`src/rtl/price_band_if.sv`:
```
// Price sample and classification bus between the feed decoder side and the band monitor.
interface price_band_if #(
  parameter int unsigned PRICE_W = 8,
  parameter int unsigned DWELL_W = 16
);
  logic               price_valid;
  logic [PRICE_W-1:0] price;
  logic [PRICE_W-1:0] upper_band;
  logic [PRICE_W-1:0] lower_band;
  logic [PRICE_W-1:0] hyst;
  logic [1:0]         out;
  logic               evt_valid;
  logic [1:0]         evt_code;
  logic [DWELL_W-1:0] dwell;
  logic               cfg_err;

  modport master (
    output price_valid, price, upper_band, lower_band, hyst,
    input  out, evt_valid, evt_code, dwell, cfg_err
  );

  modport slave (
    input  price_valid, price, upper_band, lower_band, hyst,
    output out, evt_valid, evt_code, dwell, cfg_err
  );
endinterface

```
`src/rtl/price_band_monitor.sv`:
```
// Classifies a qualified price stream into BAND/HIGH/LOW with debounced entry,
// hysteresis-relaxed debounced exit and direct HIGH<->LOW crash transitions.
module price_band_monitor #(
  parameter int unsigned PRICE_W         = 8,
  parameter int unsigned DEBOUNCE_CYCLES = 3,
  parameter int unsigned EXIT_CYCLES     = 2,
  parameter int unsigned DWELL_W         = 16
) (
  input  logic       clk,
  input  logic       reset,
  price_band_if.slave bus
);

  localparam int unsigned DEB_W = $clog2(DEBOUNCE_CYCLES + 1);
  localparam int unsigned EXT_W = $clog2(EXIT_CYCLES + 1);
  localparam logic [DEB_W-1:0] DEB_TGT = DEB_W'(DEBOUNCE_CYCLES);
  localparam logic [EXT_W-1:0] EXT_TGT = EXT_W'(EXIT_CYCLES);

  typedef enum logic [1:0] {
    ST_BAND = 2'b01,
    ST_HIGH = 2'b11,
    ST_LOW  = 2'b10
  } state_t;

  state_t             state, state_nxt;
  logic [DEB_W-1:0]   up_cnt, up_nxt;
  logic [DEB_W-1:0]   dn_cnt, dn_nxt;
  logic [DEB_W-1:0]   crash_cnt, crash_nxt;
  logic [EXT_W-1:0]   exit_cnt, exit_nxt;
  logic [DWELL_W-1:0] dwell_q, dwell_nxt;
  logic               evt_q, evt_nxt;
  logic [1:0]         code_q, code_nxt;
  logic               cfg_q, cfg_nxt;

  logic               above, below, cfg_bad;
  logic [PRICE_W:0]   hi_diff, lo_sum;
  logic [PRICE_W-1:0] hi_exit_thr, lo_exit_thr;

  function automatic logic [DEB_W-1:0] inc_deb(input logic [DEB_W-1:0] c);
    return (c == DEB_TGT) ? c : c + DEB_W'(1);
  endfunction

  function automatic logic [EXT_W-1:0] inc_ext(input logic [EXT_W-1:0] c);
    return (c == EXT_TGT) ? c : c + EXT_W'(1);
  endfunction

  // Band comparisons and saturating hysteresis exit thresholds
  always_comb begin
    above       = (bus.price >= bus.upper_band);
    below       = (bus.price <= bus.lower_band);
    cfg_bad     = (bus.lower_band >= bus.upper_band);
    hi_diff     = {1'b0, bus.upper_band} - {1'b0, bus.hyst};
    lo_sum      = {1'b0, bus.lower_band} + {1'b0, bus.hyst};
    hi_exit_thr = hi_diff[PRICE_W] ? '0 : hi_diff[PRICE_W-1:0];
    lo_exit_thr = lo_sum[PRICE_W]  ? '1 : lo_sum[PRICE_W-1:0];
  end

  // Next-state, counter and event logic; everything holds on invalid cycles
  always_comb begin
    state_nxt = state;
    up_nxt    = up_cnt;
    dn_nxt    = dn_cnt;
    exit_nxt  = exit_cnt;
    crash_nxt = crash_cnt;
    dwell_nxt = dwell_q;
    evt_nxt   = 1'b0;
    code_nxt  = code_q;
    cfg_nxt   = cfg_q;

    if (bus.price_valid) begin
      cfg_nxt = cfg_bad;
      if (cfg_bad) begin
        state_nxt = ST_BAND;
        up_nxt    = '0;
        dn_nxt    = '0;
        exit_nxt  = '0;
        crash_nxt = '0;
      end else begin
        case (state)
          ST_BAND: begin
            up_nxt = above ? inc_deb(up_cnt) : '0;
            dn_nxt = below ? inc_deb(dn_cnt) : '0;
            if (up_nxt == DEB_TGT)      state_nxt = ST_HIGH;
            else if (dn_nxt == DEB_TGT) state_nxt = ST_LOW;
          end
          ST_HIGH: begin
            exit_nxt  = (bus.price < hi_exit_thr) ? inc_ext(exit_cnt) : '0;
            crash_nxt = below ? inc_deb(crash_cnt) : '0;
            if (crash_nxt == DEB_TGT)     state_nxt = ST_LOW;
            else if (exit_nxt == EXT_TGT) state_nxt = ST_BAND;
          end
          ST_LOW: begin
            exit_nxt  = (bus.price > lo_exit_thr) ? inc_ext(exit_cnt) : '0;
            crash_nxt = above ? inc_deb(crash_cnt) : '0;
            if (crash_nxt == DEB_TGT)     state_nxt = ST_HIGH;
            else if (exit_nxt == EXT_TGT) state_nxt = ST_BAND;
          end
          default: state_nxt = ST_BAND;
        endcase
      end

      if (state_nxt != state) begin
        up_nxt    = '0;
        dn_nxt    = '0;
        exit_nxt  = '0;
        crash_nxt = '0;
        dwell_nxt = '0;
        evt_nxt   = 1'b1;
        code_nxt  = state_nxt;
      end else begin
        dwell_nxt = (&dwell_q) ? dwell_q : dwell_q + DWELL_W'(1);
      end
    end
  end

  always_ff @(posedge clk) begin
    if (reset) begin
      state     <= ST_BAND;
      up_cnt    <= '0;
      dn_cnt    <= '0;
      exit_cnt  <= '0;
      crash_cnt <= '0;
      dwell_q   <= '0;
      evt_q     <= 1'b0;
      code_q    <= 2'b01;
      cfg_q     <= 1'b0;
    end else begin
      state     <= state_nxt;
      up_cnt    <= up_nxt;
      dn_cnt    <= dn_nxt;
      exit_cnt  <= exit_nxt;
      crash_cnt <= crash_nxt;
      dwell_q   <= dwell_nxt;
      evt_q     <= evt_nxt;
      code_q    <= code_nxt;
      cfg_q     <= cfg_nxt;
    end
  end

  assign bus.out       = state;
  assign bus.evt_valid = evt_q;
  assign bus.evt_code  = code_q;
  assign bus.dwell     = dwell_q;
  assign bus.cfg_err   = cfg_q;

endmodule

```
`src/flat_wrapper.sv`:
```
// flat-port wrapper written by rule: the top's interface ports become plain ports
module price_band_monitor_flat 
#(
  parameter int unsigned PRICE_W         = 8,
  parameter int unsigned DEBOUNCE_CYCLES = 3,
  parameter int unsigned EXIT_CYCLES     = 2,
  parameter int unsigned DWELL_W         = 16
)
  (clk, reset, bus_price_valid, bus_price, bus_upper_band, bus_lower_band, bus_hyst, bus_out, bus_evt_valid, bus_evt_code, bus_dwell, bus_cfg_err);
  price_band_if #(.PRICE_W(PRICE_W), .DWELL_W(DWELL_W)) bus_i ();
  input  logic clk;
  input  logic reset;
  input wire logic [$bits(bus_i.price_valid)-1:0] bus_price_valid;
  input wire logic [$bits(bus_i.price)-1:0] bus_price;
  input wire logic [$bits(bus_i.upper_band)-1:0] bus_upper_band;
  input wire logic [$bits(bus_i.lower_band)-1:0] bus_lower_band;
  input wire logic [$bits(bus_i.hyst)-1:0] bus_hyst;
  output wire logic [$bits(bus_i.out)-1:0] bus_out;
  output wire logic [$bits(bus_i.evt_valid)-1:0] bus_evt_valid;
  output wire logic [$bits(bus_i.evt_code)-1:0] bus_evt_code;
  output wire logic [$bits(bus_i.dwell)-1:0] bus_dwell;
  output wire logic [$bits(bus_i.cfg_err)-1:0] bus_cfg_err;
  assign bus_i.price_valid = bus_price_valid;
  assign bus_i.price = bus_price;
  assign bus_i.upper_band = bus_upper_band;
  assign bus_i.lower_band = bus_lower_band;
  assign bus_i.hyst = bus_hyst;
  assign bus_out = bus_i.out;
  assign bus_evt_valid = bus_i.evt_valid;
  assign bus_evt_code = bus_i.evt_code;
  assign bus_dwell = bus_i.dwell;
  assign bus_cfg_err = bus_i.cfg_err;
  price_band_monitor #(.PRICE_W(PRICE_W), .DEBOUNCE_CYCLES(DEBOUNCE_CYCLES), .EXIT_CYCLES(EXIT_CYCLES), .DWELL_W(DWELL_W)) u_core (.clk(clk), .reset(reset), .bus(bus_i));
endmodule
```
`config.mk`:
```
export PLATFORM = sky130hd
export DESIGN_NAME = price_band_monitor_flat
export DESIGN_NICKNAME = d
export VERILOG_FILES = /design/src/rtl/price_band_if.sv /design/src/rtl/price_band_monitor.sv /design/src/flat_wrapper.sv
export SDC_FILE = /design/constraint.sdc
export NUM_CORES = 1
export LEC_CHECK = 0
export ABC_AREA = 1
export CAP_MARGIN = 20
export CORE_ASPECT_RATIO = 1.5
export CORE_UTILIZATION = 59
export CTS_BUF_LIST = sky130_fd_sc_hd__clkbuf_16
export CTS_CLUSTER_DIAMETER = 50
export DETAILED_ROUTE_END_ITERATION = 12
export GPL_ROUTABILITY_DRIVEN = 1
export PLACE_DENSITY = 0.85
export SYNTH_ARGS = -nofsm -noshare
export SYNTH_HDL_FRONTEND = slang
export SYNTH_SLANG_ARGS = --single-unit
```
`constraint.sdc`:
```
create_clock -name clk -period 8.95 [get_ports clk]
set_input_delay 1.79 -clock clk [delete_from_list [all_inputs] [get_ports clk]]
set_output_delay 1.79 -clock clk [all_outputs]
set_load 0.02 [all_outputs]
```
Word-level counts from Yosys, hierarchy flattened

Index checks and enable logic that the tools add are counted.

Reduce and logical (&&, ||, !) cells: 8
Add/subtract/negate cells: 7
$lt $le $gt $ge: 5
Bitwise operators: 1
Mux-type cells: 36
Equality and inequality tests: 15

Operator list:

| operator                                                         | count |
|---|---|
| 2-bit 2-to-1 mux                                                 | 28 |
| 16-bit 2-to-1 mux                                                | 2 |
| 2-bit == test (second input constant)                            | 12 |
| 16-bit by 1-bit adder with 16-bit output (second input constant) | 1 |
| 8-bit >= comparator                                              | 2 |
| 8-bit 2-to-1 mux                                                 | 2 |
| 16-bit AND reduction                                             | 1 |
| 8-bit by 8-bit adder with 9-bit output                           | 1 |
| 8-bit by 8-bit subtractor with 9-bit output                      | 1 |
| 2-bit by 1-bit adder with 2-bit output (second input constant)   | 4 |
| 8-bit > comparator                                               | 1 |
| 8-bit less-or-equal comparator                                   | 1 |
| 8-bit less-than comparator                                       | 1 |
| 2-bit case mux with 2 select lines                               | 2 |
| 2-bit AND reduction                                              | 4 |
| 2-bit case mux with 3 select lines                               | 1 |
| 4-bit nonzero test                                               | 1 |
| 3-bit nonzero test                                               | 1 |
| 2-bit by 1-bit == test with 1-bit output (second input constant) | 1 |
| 2-bit by 1-bit != test with 1-bit output (second input constant) | 1 |
| 2-bit != test                                                    | 1 |
| 2-bit OR reduction                                               | 1 |
| 1-bit 2-to-1 mux                                                 | 1 |
| 1-bit NOT                                                        | 1 |

Input bits: 35
Register bits after elaboration: 30

Logic depth before layout (Yosys ltp)

Gate-level depths: netlist of run 1.

Depth in word-level cells: 13
Gate-level depth with buffers: 31
Gate-level depth less buffers: 31

Least setup slack after synthesis of run 1

OpenSTA, ideal clock, no wires.

Kind: in2reg
Start point: in bus_hyst[0]
End point: reg u_core.dwell_q[8] (netlist: u_core.bus.dwell[8])
Library setup time: 0.070 ns
Arrival time: 5.130 ns
Path buffers: 1
Required time: 8.880 ns
Path slack: 3.750 ns
Cell stages on the path: 30
Path through: ha_1 -> fa_1 -> nand3_1 -> nand2_1 -> a21oi_1 -> inv_1 -> a21oi_1 -> inv_1 -> a21oi_1 -> nor2_1 -> nor2_1 -> inv_1 -> or2_2 -> ha_1 -> inv_1 -> a21oi_1 -> o21ai_0 -> nand2_1 -> nand3_1 -> nand3_1 -> nand2_1 -> nand2_1 -> nand3_1 -> nand2_1 -> nand2_2 -> nand3_4 -> nand2_4 -> buf_12 -> nand3_2 -> a21oi_2

Longest elaborated chain between the ends: 13

RTL lines:

| what                                                                                                         | line                                               | RTL |
|---|---|---|
| from (decl)                                                                                                  | flat_wrapper.sv:17                                 | `input wire logic [$bits(bus_i.hyst)-1:0] bus_hyst;` |
| 8-bit by 8-bit adder with 9-bit output / 8-bit by 8-bit subtractor with 9-bit output (equally long branches) | price_band_monitor.sv:53, price_band_monitor.sv:52 |  |
| 8-bit 2-to-1 mux, on equally long branches                                                                   | price_band_monitor.sv:55, price_band_monitor.sv:54 |  |
| 8-bit > comparator / 8-bit less-than comparator (equally long branches)                                      | price_band_monitor.sv:93, price_band_monitor.sv:87 |  |
| 2-bit 2-to-1 mux, on equally long branches                                                                   | price_band_monitor.sv:93, price_band_monitor.sv:87 |  |
| 2-bit == test, on equally long branches                                                                      | price_band_monitor.sv:96, price_band_monitor.sv:90 |  |
| 2-bit 2-to-1 mux, on equally long branches                                                                   | price_band_monitor.sv:96, price_band_monitor.sv:90 |  |
| 2-bit 2-to-1 mux, on equally long branches                                                                   | price_band_monitor.sv:95, price_band_monitor.sv:89 |  |
| 2-bit case mux with 3 select lines *                                                                         | price_band_monitor.sv:79                           | `case (state)` |
| 2-bit 2-to-1 mux *                                                                                           | price_band_monitor.sv:72                           | `if (cfg_bad) begin` |
| 2-bit 2-to-1 mux *                                                                                           | price_band_monitor.sv:70                           | `if (bus.price_valid) begin` |
| 2-bit != test *                                                                                              | price_band_monitor.sv:102                          | `if (state_nxt != state) begin` |
| 2-bit by 1-bit != test with 1-bit output (no line)                                                           | -                                                  |  |
| 2-bit AND reduction (no line)                                                                                | -                                                  |  |
| to (signal assigned)                                                                                         | price_band_monitor.sv:133                          | `dwell_q <= dwell_nxt;` |
| to (decl)                                                                                                    | price_band_monitor.sv:30                           | `logic [DWELL_W-1:0] dwell_q, dwell_nxt;` |

Every way passes the cells marked *; elsewhere a longest branch is shown, timed or not. The select of a mux whose other input is x is not followed.
A chain may end at the register's enable or synchronous reset.

Final worst setup path of run 1

Start point: in bus_hyst[0]
End point: reg u_core.code_q[1] (netlist: u_core.bus.evt_code[1])

Longest elaborated chain between the ends: 12

RTL lines:

| what                                                                                                         | line                                               | RTL |
|---|---|---|
| 8-bit by 8-bit adder with 9-bit output / 8-bit by 8-bit subtractor with 9-bit output (equally long branches) | price_band_monitor.sv:53, price_band_monitor.sv:52 |  |
| 8-bit 2-to-1 mux, on equally long branches                                                                   | price_band_monitor.sv:55, price_band_monitor.sv:54 |  |
| 8-bit > comparator / 8-bit less-than comparator (equally long branches)                                      | price_band_monitor.sv:93, price_band_monitor.sv:87 |  |
| 2-bit 2-to-1 mux, on equally long branches                                                                   | price_band_monitor.sv:93, price_band_monitor.sv:87 |  |
| 2-bit == test, on equally long branches                                                                      | price_band_monitor.sv:96, price_band_monitor.sv:90 |  |
| 2-bit 2-to-1 mux, on equally long branches                                                                   | price_band_monitor.sv:96, price_band_monitor.sv:90 |  |
| 2-bit 2-to-1 mux, on equally long branches                                                                   | price_band_monitor.sv:95, price_band_monitor.sv:89 |  |
| 2-bit case mux with 3 select lines *                                                                         | price_band_monitor.sv:79                           |  |
| 2-bit 2-to-1 mux *                                                                                           | price_band_monitor.sv:72                           |  |
| 2-bit 2-to-1 mux *                                                                                           | price_band_monitor.sv:70                           |  |
| 2-bit != test                                                                                                | price_band_monitor.sv:102                          |  |
| 2-bit AND reduction (no line)                                                                                | -                                                  |  |
| to (signal assigned)                                                                                         | price_band_monitor.sv:135                          | `code_q <= code_nxt;` |
| to (decl)                                                                                                    | price_band_monitor.sv:32                           | `logic [1:0] code_q, code_nxt;` |

Marked as above.

==> reports/metrics.json, run 1 <==
{
  "run_status": {
    "status": "completed"
  },
  "timing": {
    "report.final.slew_viol_count": 0,
    "final-setup-viol-count": 0,
    "skew_ns": 0.003622,
    "fin_crit_ns": 6.017,
    "holdWs_ns": 0.4877,
    "rsz0062_at_grt": "no",
    "setup-tns-final_ns": 0,
    "worst_pin_slew_ns": 0.8180,
    "final_hold_viol_count": 0,
    "maxSlewHeadroom_pct": 45.30,
    "period_share_pct": 67.23,
    "achievable-frequency_mhz": 166.2
  },
  "setup_path": {
    "critical_path.startpoint_type": "primary input",
    "crit_slowest_cell": "sky130_fd_sc_hd__clkdlybuf4s50_1",
    "crit_fanout": 19,
    "crit_path_end_kind": "register",
    "timing.critical_path.mode_cell": "sky130_fd_sc_hd__nand2_1",
    "timing.critical_path.arrival_ns": 6.17,
    "critical_path_class": "in -> reg",
    "critPathMaxStageDelay_ns": 0.46,
    "critical_path_required_ns": 9.11
  },
  "layout": {
    "multiInputGateArea_mm2": 0.002614,
    "num-nets-final": 693,
    "area.sequential_um2": 600.6,
    "layout_commonest_cell": "sky130_fd_sc_hd__nand2_1",
    "n_fill_cell": 504,
    "layout-drive-gt1-share_pct": 7.333,
    "layout_common_cells": "sky130_fd_sc_hd__nand2_1, sky130_fd_sc_hd__inv_1, sky130_fd_sc_hd__nor2_1",
    "area_growth_pct": 21.22,
    "antenna_cells_inserted": 0
  },
  "clock_network": {
    "cts_tree": "built",
    "ctsRootBufferMaster": "sky130_fd_sc_hd__clkbuf_16",
    "post-cts-setup-buffers": 0,
    "max-clock-path-buffers": 2,
    "worstSkewPairLatency_ns": 0.28,
    "htree_levels": 2,
    "cts_hold_buffers": 0,
    "clock_sinks": 30,
    "cts-resized-gates": 0,
    "path_clk_slew_ns": 0.05,
    "cts_made_buffers": 5
  },
  "logic_synthesis": {
    "synth-seq-area-share_pct": 16.70,
    "yosysWarnings": 0,
    "synthFlopType": "sky130_fd_sc_hd__dfxtp_1",
    "postSynthRegisterBits": 30,
    "mappedNetlistNets": 638,
    "ys_types": 38,
    "yosys.area.top_type_share_pct": 19.83,
    "synth-edff-count": 0,
    "synthesis.area_mm2": 0.003596,
    "synth-async-reset-ratio_pct": 0,
    "syn_area_per_cell_um2": 6.610,
    "synth.top_cells.by_area": "sky130_fd_sc_hd__ha_1, sky130_fd_sc_hd__dfxtp_1, sky130_fd_sc_hd__nand2_1",
    "synth_top_cell_by_area": "sky130_fd_sc_hd__ha_1",
    "synth_cells": 544
  },
  "die": {
    "die_y_um": 97.62,
    "fp.dieW_um": 65.75,
    "floorplan.io_pins": 57,
    "floorplan.initialDensity_pct": 61.70,
    "core_footprint_mm2": 0.005828,
    "floorplan.die_area_mm2": 0.006418,
    "rows": 34
  },
  "detailed_routing": {
    "wl_per_cell_um": 14.09,
    "ant_nets": 0,
    "dr_total_vias": 3841,
    "remaining_drc_errors": 0,
    "drt_first_iter_violations": 123,
    "final_wirelength_um": 9470,
    "first_pass_iters": 4,
    "vias_per_cell": 5.716
  },
  "grt": {
    "global_route.usage.total_pct": 30.81,
    "grt_max_degree": 33,
    "antenna_found_initial": 0,
    "gr-total-overflow": 0,
    "first_pass_grt_wire_length_um": 15610,
    "grt_pass1_vias": 3762
  },
  "flow_run": {
    "drv.max_cap_violation_count": 0
  },
  "placement": {
    "routabilityCongestion": 0.8585,
    "dp_hpwl_um": 7487,
    "portBuffers": 56
  },
  "pwr": {
    "leak_pwr_nw": 2.044,
    "worst_ir_drop_vdd_uv": 148.6,
    "p_per_area_mw_per_mm2": 126.1
  },
  "min_path": {
    "holdCritPathClass": "reg -> reg"
  }
}
worst max-delay path, delay by kind of cell:
family / cells / cell delay (ns)
and+or+nand+nor: 16 / 1.98
buffers and inverters: 6 / 0.84
adders and majority gates: 3 / 0.83
AOI/OAI and AO/OA: 6 / 0.72
worst paths after layout:
path / depth (start not counted) / endpoint / start / slack, ns
hold / removal: 2 / u_core.bus.cfg_err / u_core.bus.cfg_err / 0.49
setup reg to reg: 9 / u_core.bus.dwell[2] / u_core.bus.dwell[0] / 6.50
setup / recovery: 31 / u_core.bus.evt_code[1] / bus_hyst[0] / 2.93
hold reg to reg: 2 / u_core.bus.cfg_err / u_core.bus.cfg_err / 0.49
report_power, final:
group	total [mW]	internal, mW	leakage, nW	switching (mW)
Clock	0.189	0.130	0.0836	0.0593
Combinational	0.212	0.0832	1.72	0.129
Sequential	0.149	0.142	0.245	0.00700
Total	0.550	0.355	2.04	0.195
cells in the mapped netlist (all sizes together) (2+ instances only):
cell type	number
a211oi	2
a21oi	53
buf	5
clkbuf	5
dfxtp	30
fa	2
ha	57
inv	83
nand2	101
nand3	54
nand3b	3
nand4	15
nor2	73
nor3	5
nor4	3
o21a	2
o21ai	23
or2	6
xnor2	3
xor2	14
cell families (layout without fill, tap and decap cells):
family                     count (synthesis)  after routing  share of synthesized area, %
adders and majority gates                 59             59                         20.95
buffers and inverters                     93            149                         10.61
DFF                                       30             30                         16.70
AOI/OAI and AO/OA                         84             84                         13.05
and+or+nand+nor                          261            261                         34.55
xor gates and xnor gates                  17             17                         4.141
layer usage:
metal	routed length [µm]	vias to the layer above	GRT usage (%)
met3	400	40	3.052
met1	3422	1761	28.56
met5	0	-	0
met4	504	0	21.07
li1	-	1910	-
met2	5143	130	59.11
registers in the layout, summed over array words and instances (netlist names), 2 cells and up:
register / cells
u_core.bus.dwell: 16
u_core.bus.evt_code: 2
u_core.dn_cnt: 2
u_core.bus.out: 2
u_core.up_cnt: 2
u_core.exit_cnt: 2
u_core.crash_cnt: 2
per-stage QoR:
step	area (µm²)	std cells	power (mW)	worst slack, ns	utilization (%)
floorplan	3596	544	0.3003	3.750	-
global placement	4194	664	0.3529	2.885	71.96
detailed placement	4194	664	0.3604	2.703	71.96
CTS	4359	672	0.5497	2.968	74.80
global route	4359	672	0.5825	2.387	74.80
finish	4359	672	0.5498	2.933	74.80
cell type report:
cell class	instances	area share [%]
multi-input cells	421	59.96
flip-flops and latches	30	13.78
repair buffers	58	13.20
inverters	83	7.204
clock buffers	5	2.870
well taps	72	2.067
clock inverters	3	0.9185
(Power assumes the default switching activity.)
==> run 2: changes to the inputs <==
- CORE_UTILIZATION: 59 -> 55
- PLACE_DENSITY: 0.85 -> 0.8
- clock period: 8.95 -> 5.6 ns (I/O delays scaled with it)
==> run 2 against run 1 <==
Compared with the run above:
- core utilization decreased by 3.8 points
- total power grew 54%
- count of clock-buffer cells in the layout stayed put
- sequential power is 60% higher
- flip-flop and latch count is the same
- clock power up 33%
- combinational power up 68%
- register-to-register slack got worse by 3.2 ns
- cell area rose by 1.3%
- non-clock buffer count increased by 6
- cell count grew 1.2%
- critical endpoint unchanged
- largest power group unchanged
==> reports/metrics.json, run 2 (synthesis gave the netlist of run 1 again) <==
{
  "detailed_routing": {
    "met2_wirelength_um": 5203,
    "remaining_drc_errors": 0,
    "dr_total_vias": 3826,
    "routedLengthMet1_um": 3596,
    "met3RoutedLength_um": 369,
    "first_pass_iters": 4,
    "wl_per_cell_um": 14.28,
    "ant_nets": 0,
    "vias_per_cell": 5.626,
    "drt_first_iter_violations": 137,
    "route.top_layer_used": "met4",
    "final_wirelength_um": 9712
  },
  "clock_network": {
    "cts_made_buffers": 5,
    "ctsRootBufferMaster": "sky130_fd_sc_hd__clkbuf_16",
    "htree_levels": 2,
    "path_clk_slew_ns": 0.05,
    "clock_sinks": 30,
    "cts_hold_buffers": 0,
    "cts_tree": "built",
    "max-clock-path-buffers": 2,
    "worstSkewPairLatency_ns": 0.28
  },
  "pwr": {
    "worst_ir_drop_vdd_uv": 265.6,
    "total_power_uw": 847.4,
    "p_per_area_mw_per_mm2": 192.0,
    "leak_pwr_nw": 2.050
  },
  "setup_path": {
    "crit_path_end_kind": "register",
    "critPathMaxStageDelay_ns": 0.46,
    "critical_path_required_ns": 5.79,
    "r2r.worst_path.cells": 15,
    "r2r_start": "u_core.exit_cnt[0]",
    "timing.critical_path.arrival_ns": 5.33,
    "critical_path.startpoint_type": "primary input",
    "crit_path_start": "bus_lower_band[0]",
    "critical_path_class": "in -> reg",
    "timing.critical_path.mode_cell": "sky130_fd_sc_hd__inv_1",
    "crit-reg2reg-capture": "u_core.bus.evt_code[1]",
    "crit_slowest_cell": "sky130_fd_sc_hd__clkdlybuf4s50_1",
    "r2r_slack_ns": 3.28,
    "crit_fanout": 17
  },
  "run_status": {
    "status": "completed"
  },
  "grt": {
    "global_route.usage.total_pct": 30.64,
    "grt_max_degree": 33,
    "antenna_found_initial": 0,
    "gr-total-overflow": 0,
    "first_pass_grt_wire_length_um": 16220,
    "grt_pass1_vias": 3791
  },
  "layout": {
    "layout.core_utilization_pct": 70.99,
    "layout-drive-gt1-share_pct": 8.746,
    "layout.cell_area.non_filler_mm2": 0.004414,
    "layout_commonest_cell": "sky130_fd_sc_hd__nand2_1",
    "layout_common_cells": "sky130_fd_sc_hd__nand2_1, sky130_fd_sc_hd__inv_1, sky130_fd_sc_hd__nor2_1",
    "num-nets-final": 699,
    "max_reg_flops": 16,
    "antenna_cells_inserted": 0,
    "layoutNonFillerInstCount": 680,
    "area_growth_pct": 22.76
  },
  "placement": {
    "routabilityCongestion": 0.8540,
    "place.detailed.instances": 669,
    "place_area_mm2": 0.004219,
    "dp_hpwl_um": 7662,
    "portBuffers": 56
  },
  "timing": {
    "skew_ns": 0.006443,
    "fin_crit_ns": 5.136,
    "maxSlewHeadroom_pct": 58.06,
    "achievable-frequency_mhz": 194.7,
    "worst_pin_slew_ns": 0.6249,
    "report.final.slew_viol_count": 0,
    "final-setup-viol-count": 0,
    "final_hold_viol_count": 0,
    "period_share_pct": 91.71
  },
  "die": {
    "core_footprint_mm2": 0.006218,
    "fp.dieW_um": 68.02,
    "floorplan.io_pins": 57,
    "floorplan.initialDensity_pct": 57.83,
    "floorplan.die_area_mm2": 0.006872,
    "die_y_um": 101.0,
    "rows": 35
  },
  "flow_run": {
    "drv.max_cap_violation_count": 0
  },
  "min_path": {
    "hold-path-cell-count": 2,
    "hold_path_end": "u_core.bus.evt_code[0]",
    "holdCritPathClass": "reg -> reg",
    "timing.hold.worst.start": "u_core.bus.evt_code[0]"
  }
}
[run 2: worst max-delay path by stage]
stage | to | slack, ns | depth (start not counted)
2_1_floorplan | u_core.bus.dwell[8] | 1.07 | 30
3_3_place_gp | u_core.bus.evt_code[1] | 0.20 | 30
3_5_place_dp | u_core.bus.dwell[1] | 0.05 | 30
4_1_cts | u_core.bus.evt_code[1] | 0.25 | 32
5_1_grt | u_core.bus.evt_code[1] | -0.12 | 32
6_report | u_core.bus.evt_code[1] | 0.46 | 32
[run 2: where the power goes]
group	switching [mW]	total [mW]	leakage [nW]	internal (mW)
logic	0.213	0.357	1.73	0.144
clock network	0.0920	0.252	0.0724	0.160
registers	0.0115	0.238	0.245	0.226
total	0.317	0.847	2.05	0.531
[run 2: timing repair]
| action | 4_1_cts | 5_1_grt |
|---|---|---|
| gates resized for setup | 0 | 9 |
| endpoints found under the setup margin | 0 | 27 |
| setup buffers | 0 | 3 |
[run 2: metrics by stage]
stage          setup WS [ns]  hold slack [ns]  TNS, ns
6_report              0.4641           0.4675        0
5_1_grt              -0.1225           0.5127  -0.1284
4_1_cts               0.2533           0.4703        0
3_5_place_dp         0.05410           0.4540        0
3_3_place_gp          0.2044           0.4589        0
2_1_floorplan          1.070           0.4681        0
[run 2: per-layer routing]
metal	global-route usage, %	vias to the layer above
li1	-	1915
met1	28.92	1755
met2	57.24	117
met3	3.846	39
met4	21.96	0
met5	0	-
[run 2: cell type report]
cell class | instances | area [µm²]
clock buffers | 5 | 125.1
clock inverters | 3 | 12.51
fillers | 537 | 1804
inverters | 83 | 314.1
multi-input cells | 421 | 2649
flip-flops and latches | 30 | 600.6
well taps | 74 | 92.59
repair buffers | 64 | 620.6
[run 2: critical path: cells and delay by family]
kind            cells  cell delay, ns
fa+ha+maj           3            0.73
compound gates      7            0.95
buf+inv             7            0.90
simple gates       15            1.62
